$ cat config.mk
export PLATFORM = sky130hd
export DESIGN_NAME = fp_int3_operand_feeder
export DESIGN_NICKNAME = d
export VERILOG_FILES = /design/src/rtl/fp_int3_operand_feeder.sv
export SDC_FILE = /design/constraint.sdc
export NUM_CORES = 1
export LEC_CHECK = 0
export CAP_MARGIN = 20
export CORE_MARGIN = 1
export CORE_UTILIZATION = 53
export DETAILED_ROUTE_END_ITERATION = 8
export GPL_TIMING_DRIVEN = 0
export HOLD_SLACK_MARGIN = 0.15
export PLACE_DENSITY = 0.85
export REMOVE_ABC_BUFFERS = 1
export SLEW_MARGIN = 0
export SYNTH_ARGS = -nofsm -noshare
export SYNTH_HDL_FRONTEND = slang
export SYNTH_SLANG_ARGS = --single-unit
$ cat constraint.sdc
create_clock -name clk -period 7.4 [get_ports clk]
set_input_delay 1.85 -clock clk [delete_from_list [all_inputs] [get_ports clk]]
set_output_delay 1.85 -clock clk [all_outputs]
set_load 0.01 [all_outputs]
$ cat src/rtl/fp_int3_operand_feeder.sv
// fp_int3_operand_feeder
// Takes one packed word (fp16 activation + LANES signed int3 weights) per
// handshake and emits one (fp16, int3) operand beat per lane towards the
// fp16 x int3 multiplier. Beats carry the lane index and a last flag so the
// accumulator can delimit words. With SKIP_ZERO=1, zero-weight lanes are
// dropped, but every word still yields at least one beat.
//
// Ports:
//   clk, rst_n            clock (rising edge), async active-low reset
//   in_valid / in_ready   input word handshake
//   in_fp                 fp16 activation shared by all lanes of the word
//   in_weights            lane k at bits [3k+2:3k], two's-complement int3
//   in_count              valid lanes 0..in_count-1, 0 encodes LANES
//   out_valid / out_ready operand beat handshake
//   out_fp, out_int3      operand pair of the current beat
//   out_idx, out_last     lane number and final-beat-of-word flag
module fp_int3_operand_feeder #(
  parameter int LANES     = 10,
  parameter bit SKIP_ZERO = 1'b0,
  parameter int IW        = $clog2(LANES),
  parameter int CW        = $clog2(LANES + 1)
) (
  input  logic               clk,
  input  logic               rst_n,
  input  logic               in_valid,
  output logic               in_ready,
  input  logic [15:0]        in_fp,
  input  logic [3*LANES-1:0] in_weights,
  input  logic [CW-1:0]      in_count,
  output logic               out_valid,
  input  logic               out_ready,
  output logic [15:0]        out_fp,
  output logic [2:0]         out_int3,
  output logic [IW-1:0]      out_idx,
  output logic               out_last
);

  typedef enum logic [0:0] {IDLE = 1'b0, EMIT = 1'b1} state_t;

  typedef struct packed {
    logic [IW-1:0] idx;
    logic          last;
  } pick_t;

  // Lanes that may produce a beat: inside the valid count and, when
  // skipping, carrying a nonzero weight.
  function automatic logic [LANES-1:0] elig_mask(input logic [3*LANES-1:0] w,
                                                 input logic [CW-1:0]      cnt);
    logic [LANES-1:0] m;
    m = '0;
    for (int k = 0; k < LANES; k++) begin
      m[k] = (k < int'(cnt)) && (!SKIP_ZERO || (w[3*k +: 3] != 3'b000));
    end
    return m;
  endfunction

  // Lowest eligible lane at or above lo; last is set when no eligible lane
  // lies above the chosen one. An empty mask yields lane 0 with last=1,
  // which is the single beat of an all-zero word.
  function automatic pick_t pick_lane(input logic [LANES-1:0] m, input int lo);
    pick_t p;
    p.idx  = '0;
    p.last = 1'b1;
    for (int k = LANES - 1; k >= 0; k--) begin
      p.idx = (m[k] && (k >= lo)) ? IW'(k) : p.idx;
    end
    for (int k = 0; k < LANES; k++) begin
      p.last = p.last & ~(m[k] && (k > int'(p.idx)));
    end
    return p;
  endfunction

  state_t               state_r, state_next;
  logic [3*LANES-1:0]   weights_r, weights_next;
  logic [CW-1:0]        count_r, count_next;
  logic [15:0]          out_fp_r, out_fp_next;
  logic [2:0]           out_int3_r, out_int3_next;
  logic [IW-1:0]        out_idx_r, out_idx_next;
  logic                 out_last_r, out_last_next;

  logic [CW-1:0]        eff_count_s;
  logic                 accept_s;
  logic                 fire_s;
  pick_t                load_pick_s;
  pick_t                adv_pick_s;

  assign out_valid   = (state_r == EMIT);
  assign out_fp      = out_fp_r;
  assign out_int3    = out_int3_r;
  assign out_idx     = out_idx_r;
  assign out_last    = out_last_r;

  // Accepting while the last beat leaves keeps back-to-back words bubble-free.
  assign in_ready    = (state_r == IDLE) | (out_valid & out_ready & out_last_r);
  assign accept_s    = in_valid & in_ready;
  assign fire_s      = out_valid & out_ready;
  assign eff_count_s = (in_count == '0) ? CW'(LANES) : in_count;
  assign load_pick_s = pick_lane(elig_mask(in_weights, eff_count_s), 0);
  assign adv_pick_s  = pick_lane(elig_mask(weights_r, count_r), int'(out_idx_r) + 1);

  // Next-state and next-output computation.
  always_comb begin
    state_next    = state_r;
    weights_next  = weights_r;
    count_next    = count_r;
    out_fp_next   = out_fp_r;
    out_int3_next = out_int3_r;
    out_idx_next  = out_idx_r;
    out_last_next = out_last_r;

    case (state_r)
      IDLE: begin
        if (accept_s) state_next = EMIT;
        else          state_next = IDLE;
      end
      EMIT: begin
        if (accept_s)                  state_next = EMIT;
        else if (fire_s && out_last_r) state_next = IDLE;
        else                           state_next = EMIT;
      end
      default: state_next = IDLE;
    endcase

    if (accept_s) begin
      weights_next  = in_weights;
      count_next    = eff_count_s;
      out_fp_next   = in_fp;
      out_idx_next  = load_pick_s.idx;
      out_int3_next = in_weights[3*int'(load_pick_s.idx) +: 3];
      out_last_next = load_pick_s.last;
    end else if (fire_s && !out_last_r) begin
      out_idx_next  = adv_pick_s.idx;
      out_int3_next = weights_r[3*int'(adv_pick_s.idx) +: 3];
      out_last_next = adv_pick_s.last;
    end else begin
      out_idx_next  = out_idx_r;
    end
  end

  // State, held word and output registers.
  always_ff @(posedge clk or negedge rst_n) begin
    if (!rst_n) begin
      state_r    <= IDLE;
      weights_r  <= '0;
      count_r    <= '0;
      out_fp_r   <= 16'h0000;
      out_int3_r <= 3'b000;
      out_idx_r  <= '0;
      out_last_r <= 1'b0;
    end else begin
      state_r    <= state_next;
      weights_r  <= weights_next;
      count_r    <= count_next;
      out_fp_r   <= out_fp_next;
      out_int3_r <= out_int3_next;
      out_idx_r  <= out_idx_next;
      out_last_r <= out_last_next;
    end
  end

endmodule
==> impl_metrics.ini <==
[logic_synthesis]
yosysWarnings = 0
syn_area_um2 = 3220
syn_avg_cell_area_um2 = 8.48
ys_seq_area_share_pct = 45.8
async_flop_share_pct = 100
synth_edf_count = 0
synth_cells = 380
ys_types = 60
synth-seq-cells = 59
synth_flop_cell = dfrtp_1

[route]
vias_per_cell = 5.64
drt-total-wl_um = 7840
via_count = 2985
antenna_left = 0
wire_per_inst_um = 14.8
dr.pass1.iters = 5
drtIter0Drc = 288
post-route-drc-count = 0

[floorplan]
die_area_um2 = 6390
initial_core_util_pct = 54.7
die_h_um = 80.0
core-area_um2 = 5890
num_rows = 28
die_w_um = 80.0
ios = 80

[clock_tree]
root_buffer = clkbuf_8
cts_buffers = 9
clock-sinks = 59
clk_latency_ns = 0.33
clockBufferDepth = 2
path_clk_slew_ns = 0.07
cts_tree = built
ctsHoldBuffers = 0
h-tree-depth = 3
post_cts_resized = 0
postCtsSetupBuffers = 0

[grt]
grt_pass1_vias = 2879
grt_pass1_wl_um = 13100
grt.total_usage_pct = 27.0
grt_max_degree = 52
antenna_found_initial = 0
gr-total-overflow = 0

[final_layout]
final_cell_mix = nand2_1, clkdlybuf4s50_1, dfrtp_1, a21oi_1, mux2i_1
fillers = 445
layout-drive-gt1-share_pct = 9.25
insertedDiodeCount = 0
final_common_cell = nand2_1
finalNetCount = 506
area_delta_synth_final_pct = 31.5

[timing]
drv_slew = 0
finalHoldViolations = 0
setup-violations-final = 0
hold_slack_ns = 0.473
rsz0062_at_grt = no
fin_crit_sh_pct = 66.5
fmax_mhz = 203
slew-limit-headroom_pct = 38.3
tns_ns = 0
worstMarginPinSlew_ns = 0.922
skew_ns = 0.00868
finalCriticalPeriod_ns = 4.92

[status]
outcome = finished clean

[run]
cap_violations = 0

[min_path]
hold_class = reg2reg

[setup_path]
crit_type = in2out
cp-start-kind = input pin
path_max_fanout = 4
worstPathRequired_ns = 5.55
endpoint_kind = primary output
arrival_ns = 3.07

[place]
gp_congestion = 0.905
io_buffers = 79
hpwlAfterDp_um = 5330

[power]
p_per_area_nw_per_um2 = 441
leakage_nw = 1.97
power.total_w = 0.00187
ir_drop_mv = 0.231
-- area by class of cell --
class	count	area (µm²)	area share, %
Inverter	4	15.0	0.355
Tap cell	75	93.8	2.22
Timing Repair Buffer	81	833	19.7
Clock buffer	12	165	3.90
Multi-Input combinational cell	294	1600	37.9
Clock inverter	4	47.5	1.12
Sequential cell	59	1480	34.9
-- critical path, stage by stage --
cell,delay [ns]
clkdlybuf4s50_1,0.47
nand2_1,0.06
nand2_1,0.13
clkdlybuf4s50_1,0.56
-- registers in the layout, indices dropped and copies added, names as in the netlist --
register	cells
out_idx	4
out_valid	1
out_fp	16
out_last	1
count_r	4
out_int3	3
weights_r	30
-- power breakdown --
| group | internal, W | switching (W) |
|---|---|---|
| logic | 0.000441 | 0.000518 |
| clock network | 0.000182 | 0.000126 |
| registers | 0.000467 | 0.000131 |
-- path summary, 6_finish.rpt --
path | end | depth (start not counted) | startpoint | slack, ns
min in group asynchronous | out_fp[13] | 1 | rst_n | 1.57
worst max-delay path | in_ready | 4 | out_ready | 2.48
max in group asynchronous | weights_r[22] | 2 | rst_n | 5.22
worst min register to register | out_fp[10] | 2 | out_fp[10] | 0.47
worst min-delay path | out_fp[10] | 2 | out_fp[10] | 0.47
worst max register to register | out_int3[2] | 9 | out_idx[0] | 4.07
-- logic make-up after synthesis --
kind of cell	Yosys count	synth area share (%)
compound gates	66	15.6
xor+xnor	1	0.505
mux	14	4.50
fa+ha+maj	4	1.51
simple gates	209	27.6
buf+inv	27	4.50
flops	59	45.8
-- per-layer routing --
metal  vias up  track usage [%]  routed length (µm)
li1       1435                -                   -
met1      1397             34.1                3300
met2       132             43.5                3830
met3        21             7.20                 535
met4         0             11.8                 178
met5         -                0                   0
-- cell usage after synthesis, drive strengths merged, types with 2 or more instances --
library cell | instances | area [µm²]
o221a | 3 | 33.8
nand3 | 10 | 50.1
a211oi | 4 | 30.0
a21o | 2 | 15.0
buf | 11 | 85.1
nand2 | 161 | 604
nand2b | 3 | 21.3
nor3 | 5 | 25.0
o22a | 3 | 26.3
a31oi | 3 | 18.8
a21oi | 16 | 87.6
a311oi | 2 | 30.0
nand3b | 2 | 15.0
or3b | 3 | 26.3
or2 | 3 | 18.8
and2 | 2 | 13.8
clkbuf | 12 | 45.0
ha | 3 | 37.5
a2111oi | 2 | 30.0
inv | 4 | 15.0
mux2i | 13 | 130
a22o | 4 | 35.0
o21ai | 12 | 60.1
nor2 | 13 | 56.3
o31ai | 2 | 20.0
dfrtp | 59 | 1480
-- per-stage QoR --
stage          area, µm²  setup WS [ns]  instances  utilization (%)
6_report            4240           2.48        529             72.0
4_1_cts             4240           2.49        529             72.0
2_1_floorplan       3090           3.40        357                -
5_1_grt             4240           2.41        529             72.0
3_5_place_dp        4020           2.49        513             68.3
3_3_place_gp        3980           2.33        511             67.6
Note: power is estimated with default switching activity, not from simulation.
